$ cat src/rtl/membus_router.sv
// membus_router: single-master to NSLV-slave address router. A request is
// decoded against per-slave base/mask pairs, forwarded to the winning slave,
// and completed with that slave's read data. A decode miss or a slave that
// does not answer within TIMEOUT cycles completes with ERR_DATA and m_err=1.
module membus_router #(
  parameter int unsigned          NSLV     = 4,
  parameter logic [NSLV*32-1:0]   SLV_BASE = {32'h03000000, 32'h02000000, 32'h00000000, 32'h00000000},
  parameter logic [NSLV*32-1:0]   SLV_MASK = {32'hFF000000, 32'hFFFFFFFF, 32'hFE000000, 32'hFFFFFC00},
  parameter int unsigned          TIMEOUT  = 255,
  parameter logic [31:0]          ERR_DATA = 32'hDEADBEEF
) (
  input  logic                 clk,
  input  logic                 resetn,
  input  logic                 m_valid,
  output logic                 m_ready,
  input  logic [31:0]          m_addr,
  input  logic [31:0]          m_wdata,
  input  logic [3:0]           m_wstrb,
  output logic [31:0]          m_rdata,
  output logic                 m_err,
  output logic [NSLV-1:0]      s_valid,
  input  logic [NSLV-1:0]      s_ready,
  output logic [31:0]          s_addr,
  output logic [31:0]          s_wdata,
  output logic [3:0]           s_wstrb,
  input  logic [NSLV*32-1:0]   s_rdata,
  output logic [15:0]          err_count
);

  localparam int unsigned SW = (NSLV > 1) ? $clog2(NSLV) : 1;

  typedef enum logic [1:0] {
    IDLE   = 2'd0,
    ACTIVE = 2'd1,
    RESP   = 2'd2
  } state_t;

  state_t        state;
  logic [SW-1:0] sel;
  logic [15:0]   cnt;

  logic          hit;
  logic [SW-1:0] hit_idx;
  logic          sel_ready;
  logic [31:0]   sel_rdata;

  // Address decode: lowest-indexed matching slave wins.
  always_comb begin
    hit     = 1'b0;
    hit_idx = '0;
    for (int unsigned i = 0; i < NSLV; i++) begin
      if (!hit && ((m_addr & SLV_MASK[32*i +: 32]) == SLV_BASE[32*i +: 32])) begin
        hit     = 1'b1;
        hit_idx = SW'(i);
      end
    end
  end

  // Only the selected slave's handshake and data are observed.
  always_comb begin
    sel_ready = s_ready[sel];
    sel_rdata = s_rdata[32*int'(sel) +: 32];
  end

  // Transaction FSM with registered master/slave handshake outputs.
  always_ff @(posedge clk or negedge resetn) begin
    if (!resetn) begin
      state     <= IDLE;
      sel       <= '0;
      cnt       <= '0;
      m_ready   <= 1'b0;
      m_err     <= 1'b0;
      m_rdata   <= '0;
      s_valid   <= '0;
      s_addr    <= '0;
      s_wdata   <= '0;
      s_wstrb   <= '0;
      err_count <= '0;
    end else begin
      case (state)
        IDLE: begin
          if (m_valid) begin
            s_addr  <= m_addr;
            s_wdata <= m_wdata;
            s_wstrb <= m_wstrb;
            if (hit) begin
              state   <= ACTIVE;
              sel     <= hit_idx;
              s_valid <= NSLV'(1) << hit_idx;
              cnt     <= '0;
            end else begin
              state   <= RESP;
              m_ready <= 1'b1;
              m_err   <= 1'b1;
              m_rdata <= ERR_DATA;
              if (err_count != '1) err_count <= err_count + 16'd1;
            end
          end
        end
        ACTIVE: begin
          // A ready on the timeout edge still counts as a normal completion.
          if (sel_ready) begin
            state   <= RESP;
            s_valid <= '0;
            m_ready <= 1'b1;
            m_err   <= 1'b0;
            m_rdata <= sel_rdata;
          end else if (cnt == 16'(TIMEOUT - 1)) begin
            state   <= RESP;
            s_valid <= '0;
            m_ready <= 1'b1;
            m_err   <= 1'b1;
            m_rdata <= ERR_DATA;
            if (err_count != '1) err_count <= err_count + 16'd1;
          end else begin
            cnt <= cnt + 16'd1;
          end
        end
        RESP: begin
          state   <= IDLE;
          m_ready <= 1'b0;
        end
        default: begin
          state   <= IDLE;
          m_ready <= 1'b0;
          s_valid <= '0;
        end
      endcase
    end
  end

endmodule

$ cat config.mk
export PLATFORM = sky130hd
export DESIGN_NAME = membus_router
export DESIGN_NICKNAME = d
export VERILOG_FILES = /design/src/rtl/membus_router.sv
export SDC_FILE = /design/constraint.sdc
export NUM_CORES = 1
export LEC_CHECK = 0
export ABC_AREA = 0
export CAP_MARGIN = 0
export CORE_MARGIN = 5
export CORE_UTILIZATION = 35
export CTS_CLUSTER_SIZE = 20
export DETAILED_ROUTE_END_ITERATION = 7
export DONT_BUFFER_PORTS = 1
export GPL_ROUTABILITY_DRIVEN = 0
export SKIP_CTS_REPAIR_TIMING = 1
export SYNTH_ARGS = -nofsm -noshare
export SYNTH_HDL_FRONTEND = slang
export SYNTH_SLANG_ARGS = --single-unit
$ cat constraint.sdc
create_clock -name clk -period 6.6 [get_ports clk]
set_input_delay 1.98 -clock clk [delete_from_list [all_inputs] [get_ports clk]]
set_output_delay 1.98 -clock clk [all_outputs]
set_load 0.05 [all_outputs]
==> results of run 1 <==
power by group through the flow:
stage	Sequential, uW	Clock (uW)	Combinational (uW)
floorplan	1350	0	218
global placement	1390	0	221
global route	1390	978	250
CTS	1380	933	230
finish	1380	907	228
detailed placement	1400	0	231
metrics by stage:
step | setup slack, ps | instances | power, uW | area (um2) | hold WS, ps
after detailed placement | 2240 | 694 | 1630 | 6770 | 498
after floorplan | 2680 | 490 | 1570 | 6590 | 443
after global routing | 2480 | 729 | 2620 | 7340 | 512
after CTS | 2670 | 726 | 2540 | 7330 | 503
after global placement | 2410 | 694 | 1620 | 6770 | 466
final | 2660 | 729 | 2510 | 7340 | 508
worst register-to-register path: stages, from the launching register on:
cell and delay [ps]:
dfrtp_2 1040, mux4_2 740, nor2_1 120, a22oi_1 100
nor4_1 790, and3_1 290, xor2_1 140
cell usage after synthesis (2+ instances only):
cell type and n:
a22oi_1 2, nand3_1 11, nand4_1 11, xnor2_1 11, and3_1 11, dfrtp_1 142, nor4_1 7, ha_1 3
buf_2 4, mux2_2 69, a31oi_1 5, and4_1 4, mux4_2 33, xor2_1 4, or3_1 2, inv_1 6
buf_1 4, nor2_1 18, a32o_1 4, clkbuf_1 22, nand2_1 17, a21o_1 2, a21oi_1 15, nor3_1 9
o21ai_0 25, buf_6 3, a22o_1 8, o22a_1 24
logic make-up (layout without fill, tap and decap cells):
| group | Yosys count | after routing |
|---|---|---|
| mux | 102 | 102 |
| buf+inv | 40 | 42 |
| compound gates | 90 | 90 |
| flops | 142 | 142 |
| other cells | 0 | 3 |
| simple gates | 98 | 98 |
| xor+xnor | 15 | 15 |
| fa+ha+maj | 3 | 3 |
final cells by class:
| class | count | share of cell area |
|---|---|---|
| Tap cell | 234 | 0.0399 |
| Inverter | 7 | 0.00426 |
| Multi-Input combinational cell | 308 | 0.390 |
| Timing Repair Buffer | 3 | 0.00307 |
| Antenna cell | 3 | 0.00102 |
| Clock inverter | 14 | 0.0169 |
| Sequential cell | 142 | 0.485 |
| Clock buffer | 18 | 0.0599 |
sequential cells by signal (all words and copies together) (netlist names):
name / flops
m_rdata: 32
s_addr: 32
s_wdata: 32
cnt: 16
err_count: 16
s_valid: 4
s_wstrb: 4
sel: 2
state: 2
m_err: 1
m_ready: 1
per-layer routing:
layer | global-route usage | share of wire
met5 | 0 | 0.00069
met4 | 0.0718 | 0.026
met3 | 0.0790 | 0.10
met2 | 0.287 | 0.52
met1 | 0.184 | 0.35
worst paths after layout:
kind,end,depth (start not counted)
max,cnt[6]$_DFFE_PN0P_,6
min,cnt[7]$_DFFE_PN0P_,1
max reg2reg,err_count[5]$_DFFE_PN0P_,6
min reg2reg,cnt[7]$_DFFE_PN0P_,1
max in group asynchronous,err_count[1]$_DFFE_PN0P_,0
min in group asynchronous,s_wdata[31]$_DFFE_PN0P_,0
==> summary.txt, run 1 <==
Synth
  – Simple-gate share of the synthesized area: 0.0822
  – Register area share after synthesis: 0.539
  – Xor and xnor area share after synthesis: 0.0199
  – Syn avg cell area: 13.5 um2
  – Top post-synthesis cells by area: dfrtp_1 (54%), mux2_2 (12%), mux4_2 (11%), o22a_1 (3.2%), o21ai_0 (1.9%)
  – Syn Nets: 696
  – Combinational family with the most area after synthesis: multiplexers
  – Synth area leader: dfrtp_1
  – Post-synthesis mux area share: 0.231
  – Adder-cell share of the synthesized area: 0.00569
  – Post-synth top area share: 0.539
  – Synthesized flop and latch total: 142
  – Synth cell types: 42
  – Top_reg_cell synth: dfrtp_1
  – Yosys warns: 0
  – Synth async-reset ratio: 1.00
  – Post-synthesis compound-gate area fraction: 0.0951
  – Post-synth EDFFs: 0
  – Cell count after synthesis: 490
  – Mapped Area: 6590 um2

Worst setup path
  – Setup crit start: m_valid
  – Reg2reg setup slack: 3320 ps
  – Crit-path leading delay family: compound AO/OA/AOI/OAI gates
  – CP max FO: 69
  – Largest stage delay, worst path: 930 ps
  – Crit path kind: in -> reg
  – R2r startpoint: sel[0]$_DFFE_PN0P_
  – CP cell instances: and3_2 -> buf_4 -> and2_1 -> a21oi_1 -> o21ai_0 -> o21ai_0
  – CP endpoint kind: flop
  – Crit path required time: 6910 ps
  – Worst Path Arrival: 4250 ps
  – Slowest CP cell: a21oi_1
  – Crit path buf inv count: 1
  – Crit path launch type: input pin
  – Most common cell on crit path: o21ai_0

STA
  – RSZ-0062 raised after global routing: no
  – Setup TNS: 0 ps
  – Endpoints failing setup: 0
  – Crit path time final: 3940 ps
  – Max-slew violation count: 0
  – Worst slew margin: 0.204
  – Tightest Pin Transition: 1190 ps
  – Max Fclk: 254 MHz
  – Final hold vios: 0
  – Tcrit/Tclk final: 0.596
  – Layout Skew: 18.1 ps

Floorplanning
  – Die span in y: 147 um
  – Full die area: 21700 um2
  – Die W: 147 um
  – CORE AREA: 18600 um2
  – Initial Util: 0.354
  – # rows: 50
  – I/O pin cnt: 325

Route
  – Mean routed wirelength per cell: 25.7 um
  – First DRT Iteration DRCs: 209
  – Routed Antenna Nets: 0
  – Via/cell ratio: 5.87
  – Detailed-route via count: 4280
  – Routed WL: 18700 um
  – DR pass1 iterations: 4
  – Drc violations: 0

Layout
  – Filler instances: 1749
  – Most frequent cells in the layout: dfrtp_1 (141), mux2_2 (69), mux4_2 (33)
  – Fin util: 0.393
  – Nets: 685
  – P&R area growth vs syn: 11.3%
  – Register area: 3550 um2
  – Layout cell share with drive strength beyond 1: 0.293
  – Multi-input logic area: 2860 um2
  – Commonest non-fill, non-tap cell in the layout: dfrtp_1

Pwr
  – P_sw: 906 uW
  – Sequential power share: 0.549
  – Combinational fraction of design power: 0.091
  – Pleak: 0.00287 uW
  – Pwr dens: 343 nW/um2
  – Clock power share: 0.361
  – Internal power: 1610 uW
  – Sw frac: 0.360
  – VDD IR-drop max: 0.187 mV

Global route
  – Maximum number of pins on one net before global-route repair: 143
  – Grt ovf: 0
  – Global-route total usage across every layer: 0.170
  – Vias in the first global route: 4645
  – First-pass GRT wire length: 28300 um
  – Initial antenna violation count: 5

Clocking
  – CTS tree: built
  – CTS Sinks: 142
  – Clk Latency, worst-skew pair: 420 ps
  – CTS Buf Count: 17
  – Worst-case clock buffer depth: 2
  – Clk Tree Root Cell: clkbuf_16
  – Reg clk slew, reported paths: 60 ps
  – H-tree depth: 4

Outcome
  – Outcome: complete, no violations

Placement
  – Number of port buffers: 0
  – Dpl hpwl: 14500 um

Flow run
  – Number of max-cap violations: 0

Worst hold path
  – Hold crit path type: reg -> reg
  – Hold Startpoint: cnt[7]$_DFFE_PN0P_
Power figures use the tool's default switching activity.
==> run 2: changes to the inputs <==
clock period = 3.49 ns   (was 6.6 ns; I/O delays follow)
==> summary.txt, run 2 (synthesis results as in run 1) <==
Pwr
  – Combinational fraction of design power: 0.110 (+0.019)
  – Internal power: 3220 uW (+100%)
  – Pwr dens: 667 nW/um2 (+95%)
  – Pleak: 0.00292 uW (+1.8%)
  – VDD IR-drop max: 0.276 mV (+47%)
  – Pwr Total: 4970 uW (+98%)
  – Clock power share: 0.381 (+0.020)
  – P_sw: 1750 uW (+93%)
  – Sw frac: 0.352 (-0.00839)
  – Sequential power share: 0.508 (-0.041)

Floorplanning
  – Die span in y: 147 um (unchanged)
  – Initial Util: 0.354 (unchanged)
  – Full die area: 21700 um2 (unchanged)
  – # rows: 50 (unchanged)
  – CORE AREA: 18600 um2 (unchanged)
  – Die W: 147 um (unchanged)
  – I/O pin cnt: 325 (unchanged)

Global route
  – Initial antenna violation count: 9 (+4)
  – Global-route total usage across every layer: 0.169 (-0.000605)
  – First-pass GRT wire length: 28200 um (-0.49%)
  – Vias in the first global route: 4636 (-0.19%)
  – Grt ovf: 0 (unchanged)
  – Maximum number of pins on one net before global-route repair: 143 (unchanged)

Worst setup path
  – CP endpoint kind: flop
  – CP max FO: 8 (-88%)
  – Crit path launch type: flop
  – Crit path required time: 3790 ps (-3120 ps)
  – R2r worst-path depth: 7 (+1)
  – R2r startpoint: err_count[1]$_DFFE_PN0P_
  – Largest stage delay, worst path: 690 ps (-240 ps)
  – Reg2reg setup slack: 540 ps (-2780 ps)
  – CP cell instances: ha_1 -> nand2_1 -> nor2_1 -> a311o_1 -> nor3_1 -> buf_4 -> mux2_2
  – Crit path kind: reg -> reg
  – Slowest CP cell: nor3_1
  – Reg-to-reg endpoint: err_count[1]$_DFFE_PN0P_
  – Worst Path Arrival: 3240 ps (-1010 ps)

Route
  – Drc violations: 0 (unchanged)
  – Mean routed wirelength per cell: 25.5 um (-0.60%)
  – Routed Antenna Nets: 0 (unchanged)
  – Routed wl met2: 10000 um (+3.0%)
  – First DRT Iteration DRCs: 203 (-2.9%)
  – Wl on met1: 6400 um (-3.1%)
  – Detailed-route via count: 4355 (+1.8%)
  – Top sig layer: met5
  – DR pass1 iterations: 7 (+3)
  – Routed WL: 18900 um (+0.76%)
  – Met3 Wirelength: 1930 um (+3.2%)
  – Via/cell ratio: 5.89 (+0.38%)

Layout
  – Layout cell share with drive strength beyond 1: 0.297 (+0.00451)
  – Nets: 691 (+0.88%)
  – Biggest regs: m_rdata (32), s_addr (32), s_wdata (32)
  – P&R area growth vs syn: 13.0%
  – Commonest non-fill, non-tap cell in the layout: dfrtp_1
  – Filler instances: 1728 (-1.2%)
  – Most frequent cells in the layout: dfrtp_1 (141), mux2_2 (69), mux4_2 (33)

Clocking
  – Clk Tree Root Cell: clkbuf_16
  – H-tree depth: 4 (unchanged)
  – Reg clk slew, reported paths: 70 ps (about the same)
  – Clk Latency, worst-skew pair: 420 ps (about the same)
  – Worst-case clock buffer depth: 2 (unchanged)
  – CTS Sinks: 142 (unchanged)
  – CTS Buf Count: 17 (unchanged)
  – CTS tree: built

Placement
  – Pre-CTS setup slack: 338 ps (-1900 ps)
  – Number of port buffers: 0 (unchanged)
  – Dpl hpwl: 14400 um (-0.54%)

STA
  – Max Fclk: 339 MHz
  – Crit path time final: 2950 ps
  – Final WS setup: 542 ps (-2120 ps)
  – Tcrit/Tclk final: 0.845
  – Tightest Pin Transition: 1170 ps (-19.1 ps)
  – Final hold vios: 0 (unchanged)
  – RSZ-0062 raised after global routing: no
  – Worst slew margin: 0.217 (+0.0127)
  – Endpoints failing setup: 0 (unchanged)
  – Layout Skew: 12.8 ps (-5.36 ps)
  – Max-slew violation count: 0 (unchanged)
  – Setup TNS: 0 ps (unchanged)

Flow run
  – Number of max-cap violations: 0 (unchanged)

Worst hold path
  – Hold crit path type: in -> async

Outcome
  – Outcome: complete, no violations
-- run 2: stage by stage --
step	utilization	hold slack [ps]	cell area (um2)	std cells
after global routing	0.400	286	7450	739
after global placement	0.366	463	6820	700
after CTS	0.399	296	7430	732
after floorplan	-	443	6590	490
final	0.400	319	7450	739
after detailed placement	0.366	473	6820	700
-- run 2: critical path, delay by kind of cell (launching register included) --
family / cells / cell delay (ps)
simple gates: 3 / 910
flops: 1 / 590
compound gates: 1 / 380
fa+ha+maj: 1 / 330
mux: 1 / 330
buf+inv: 1 / 280
-- run 2: worst max-delay path by stage --
stage | start | endpoint | depth (start not counted) | slack, ps
2_1_floorplan | m_addr[27] | m_rdata[10]$_DFFE_PN0P_ | 8 | 500
3_3_place_gp | s_ready[3] | err_count[1]$_DFFE_PN0P_ | 6 | 350
3_5_place_dp | s_ready[3] | err_count[1]$_DFFE_PN0P_ | 6 | 340
4_1_cts | err_count[1]$_DFFE_PN0P_ | err_count[1]$_DFFE_PN0P_ | 7 | 590
5_1_grt | err_count[1]$_DFFE_PN0P_ | err_count[4]$_DFFE_PN0P_ | 8 | 410
6_report | err_count[1]$_DFFE_PN0P_ | err_count[1]$_DFFE_PN0P_ | 7 | 540
-- run 2: layout make-up --
type,count,area (um2),area share
sequential,142,3550,0.477
multi-input combinational,308,2860,0.384
clock buffer,19,443,0.0595
tap,234,293,0.0393
clock inverter,13,171,0.0230
timing repair buffer,9,80.1,0.0107
inverter,7,31.3,0.00420
antenna,7,17.5,0.00235
-- run 2: layer usage --
layer | track usage | vias to the layer above
met5 | 0 | -
li1 | - | 1864
met2 | 0.293 | 240
met4 | 0.0596 | 2
met1 | 0.183 | 2223
met3 | 0.0780 | 26
-- run 2: power by group through the flow --
stage          clock network [uW]  registers (uW)  logic, uW
5_1_grt                      2030            2550        597
2_1_floorplan                   0            2550        413
6_report                     1890            2530        547
3_3_place_gp                    0            2550        529
3_5_place_dp                    0            2560        555
4_1_cts                      1940            2530        552
==> run 3: changes to the inputs <==
clock period = 3 ns   (was 3.49 ns; I/O delays follow)
==> summary.txt, run 3 (synthesis results as in run 1) <==
Flow run
  – Number of max-cap violations: 0 (unchanged)

STA
  – Final hold vios: 0 (unchanged)
  – Endpoints failing setup: 0 (unchanged)
  – Max Fclk: 365 MHz (+7.5%)
  – RSZ-0062 raised after global routing: no
  – Max-slew violation count: 0 (unchanged)
  – Worst slew margin: 0.437 (+0.220)
  – Layout Skew: 14.4 ps (+1.62 ps)
  – Setup TNS: 0 ps (unchanged)
  – Tcrit/Tclk final: 0.914 (+0.0694)
  – Crit path time final: 2740 ps (-206 ps)
  – Final WS setup: 258 ps (-284 ps)
  – Tightest Pin Transition: 845 ps (-330 ps)

Route
  – Via/cell ratio: 5.85 (-0.66%)
  – Routed WL: 19200 um (+1.6%)
  – Routed Antenna Nets: 0 (unchanged)
  – Drc violations: 0 (unchanged)
  – DR pass1 iterations: 4 (-3)
  – Mean routed wirelength per cell: 25.4 um (-0.27%)
  – Detailed-route via count: 4408 (+1.2%)
  – First DRT Iteration DRCs: 223 (+9.9%)

Worst setup path
  – CP max FO: 34 (+26)
  – Crit path launch type: flop
  – Largest stage delay, worst path: 620 ps (-70 ps)
  – Crit-path leading delay family: simple AND/OR/NAND/NOR gates
  – Slowest CP cell: nor3_1
  – Worst Path Arrival: 3020 ps (-220 ps)
  – Reg2reg setup slack: 260 ps (-280 ps)
  – Crit path kind: reg -> reg
  – Reg-to-reg endpoint: err_count[14]$_DFFE_PN0P_
  – Crit path required time: 3280 ps (-510 ps)
  – R2r startpoint: sel[0]$_DFFE_PN0P_
  – R2r worst-path depth: 8 (+1)
  – Crit path buf inv count: 2 (+1)
  – CP cell instances: buf_12 -> mux4_2 -> nor2_1 -> a22oi_1 -> nor3_1 -> buf_4 -> nand4_1 -> xnor2_1
  – CP endpoint kind: flop

Clocking
  – CTS Buf Count: 17 (unchanged)
  – Worst-case clock buffer depth: 2 (unchanged)
  – Reg clk slew, reported paths: 70 ps (about the same)
  – CTS Sinks: 142 (unchanged)
  – Clk Latency, worst-skew pair: 420 ps (about the same)
  – H-tree depth: 4 (unchanged)
  – CTS tree: built
  – Clk Tree Root Cell: clkbuf_16

Outcome
  – Outcome: complete, no violations

Global route
  – First-pass GRT wire length: 29300 um (+3.8%)
  – Initial antenna violation count: 3 (-6)
  – Vias in the first global route: 4824 (+4.1%)
  – Global-route total usage across every layer: 0.176 (+0.00641)
  – Maximum number of pins on one net before global-route repair: 143 (unchanged)
  – Grt ovf: 0 (unchanged)

Pwr
  – Clock power share: 0.361 (-0.020)
  – Pleak: 0.00300 uW (+2.7%)
  – Pwr dens: 750 nW/um2 (+13%)
  – Pwr Total: 5660 uW (+14%)
  – Sw frac: 0.350 (-0.00152)
  – Combinational fraction of design power: 0.138 (+0.028)
  – VDD IR-drop max: 0.347 mV (+26%)
  – P_sw: 1980 uW (+13%)
  – Internal power: 3680 uW (+14%)
  – Sequential power share: 0.501 (-0.007)

Layout
  – Biggest regs: m_rdata (32), s_addr (32), s_wdata (32)
  – P&R area growth vs syn: 14.4%
  – Layout cell share with drive strength beyond 1: 0.325 (+0.0278)
  – Design area: 7540 um2 (+1.3%)
  – Nets: 710 (+2.7%)
  – Most frequent cells in the layout: dfrtp_1 (141), mux2_2 (69), mux4_2 (33)
  – Filler instances: 1711 (-0.98%)
  – Commonest non-fill, non-tap cell in the layout: dfrtp_1

Worst hold path
  – Hold crit path type: in -> async

Placement
  – Placed instance area: 6960 um2 (+2.1%)
  – Number of port buffers: 0 (unchanged)
  – Pre-CTS setup slack: 83.8 ps (-255 ps)
  – Dpl hpwl: 14800 um (+2.9%)

Floorplanning
  – I/O pin cnt: 325 (unchanged)
  – Full die area: 21700 um2 (unchanged)
  – # rows: 50 (unchanged)
  – Die W: 147 um (unchanged)
  – Die span in y: 147 um (unchanged)
  – CORE AREA: 18600 um2 (unchanged)
  – Initial Util: 0.354 (unchanged)
[run 3: changes by cell type in the layout (fill, tap and decap cells not counted)]
| cell | change |
|---|---|
| bufinv_16 | -1 |
| diode_2 | -5 |
| clkinv_2 | +1 |
| buf_4 | +19 |
| clkinv_8 | -1 |
| clkinv_4 | +3 |
| inv_8 | -3 |
| a21oi_2 | +1 |
| a21oi_1 | -1 |
| inv_6 | +1 |
[run 3: power groups by stage]
stage	clock, uW	combinational, uW	sequential (uW)
floorplan	0	480	2960
global placement	0	765	2870
detailed placement	0	792	2870
CTS	2110	789	2840
global route	2200	844	2860
finish	2050	780	2830
[run 3: cell type report]
| class | count | area [um2] | share of cell area |
|---|---|---|---|
| antenna | 2 | 5.00 | 0.000663 |
| timing repair buffer | 28 | 223 | 0.0295 |
| tap | 234 | 293 | 0.0388 |
| sequential | 142 | 3550 | 0.471 |
| clock inverter | 13 | 131 | 0.0174 |
| multi-input combinational | 308 | 2860 | 0.379 |
| clock buffer | 19 | 443 | 0.0587 |
| inverter | 7 | 31.3 | 0.00415 |
[run 3: worst max-delay path by stage]
stage	start	endpoint	slack [ps]	cells after the start
3_5_place_dp	m_addr[27]	err_count[14]$_DFFE_PN0P_	80	8
6_report	sel[0]$_DFFE_PN0P_	err_count[14]$_DFFE_PN0P_	260	8
2_1_floorplan	m_addr[27]	m_rdata[10]$_DFFE_PN0P_	160	8
3_3_place_gp	s_ready[3]	err_count[14]$_DFFE_PN0P_	60	7
5_1_grt	sel[0]$_DFFE_PN0P_	err_count[14]$_DFFE_PN0P_	120	8
4_1_cts	sel[0]$_DFFE_PN0P_	err_count[14]$_DFFE_PN0P_	250	8
[run 3: metal layers]
metal / track usage / share of wire
met3: 0.0731 / 0.092
met1: 0.188 / 0.34
met2: 0.316 / 0.55
met4: 0.0531 / 0.017
met5: 0 / 0
[run 3: worst register-to-register path, stage by stage, from the launching register on]
cell and delay [ps]:
dfrtp_2 370, buf_12 240, mux4_2 640, nor2_1 110, a22oi_1 100, nor3_1 620
buf_4 250, nand4_1 120, xnor2_1 160
[run 3: metrics by stage]
step / utilization / hold slack [ps] / std cells
5_1_grt: 0.404 / 136 / 752
4_1_cts: 0.404 / 143 / 751
2_1_floorplan: - / 443 / 490
6_report: 0.405 / 170 / 753
3_3_place_gp: 0.373 / 462 / 719
3_5_place_dp: 0.373 / 484 / 719
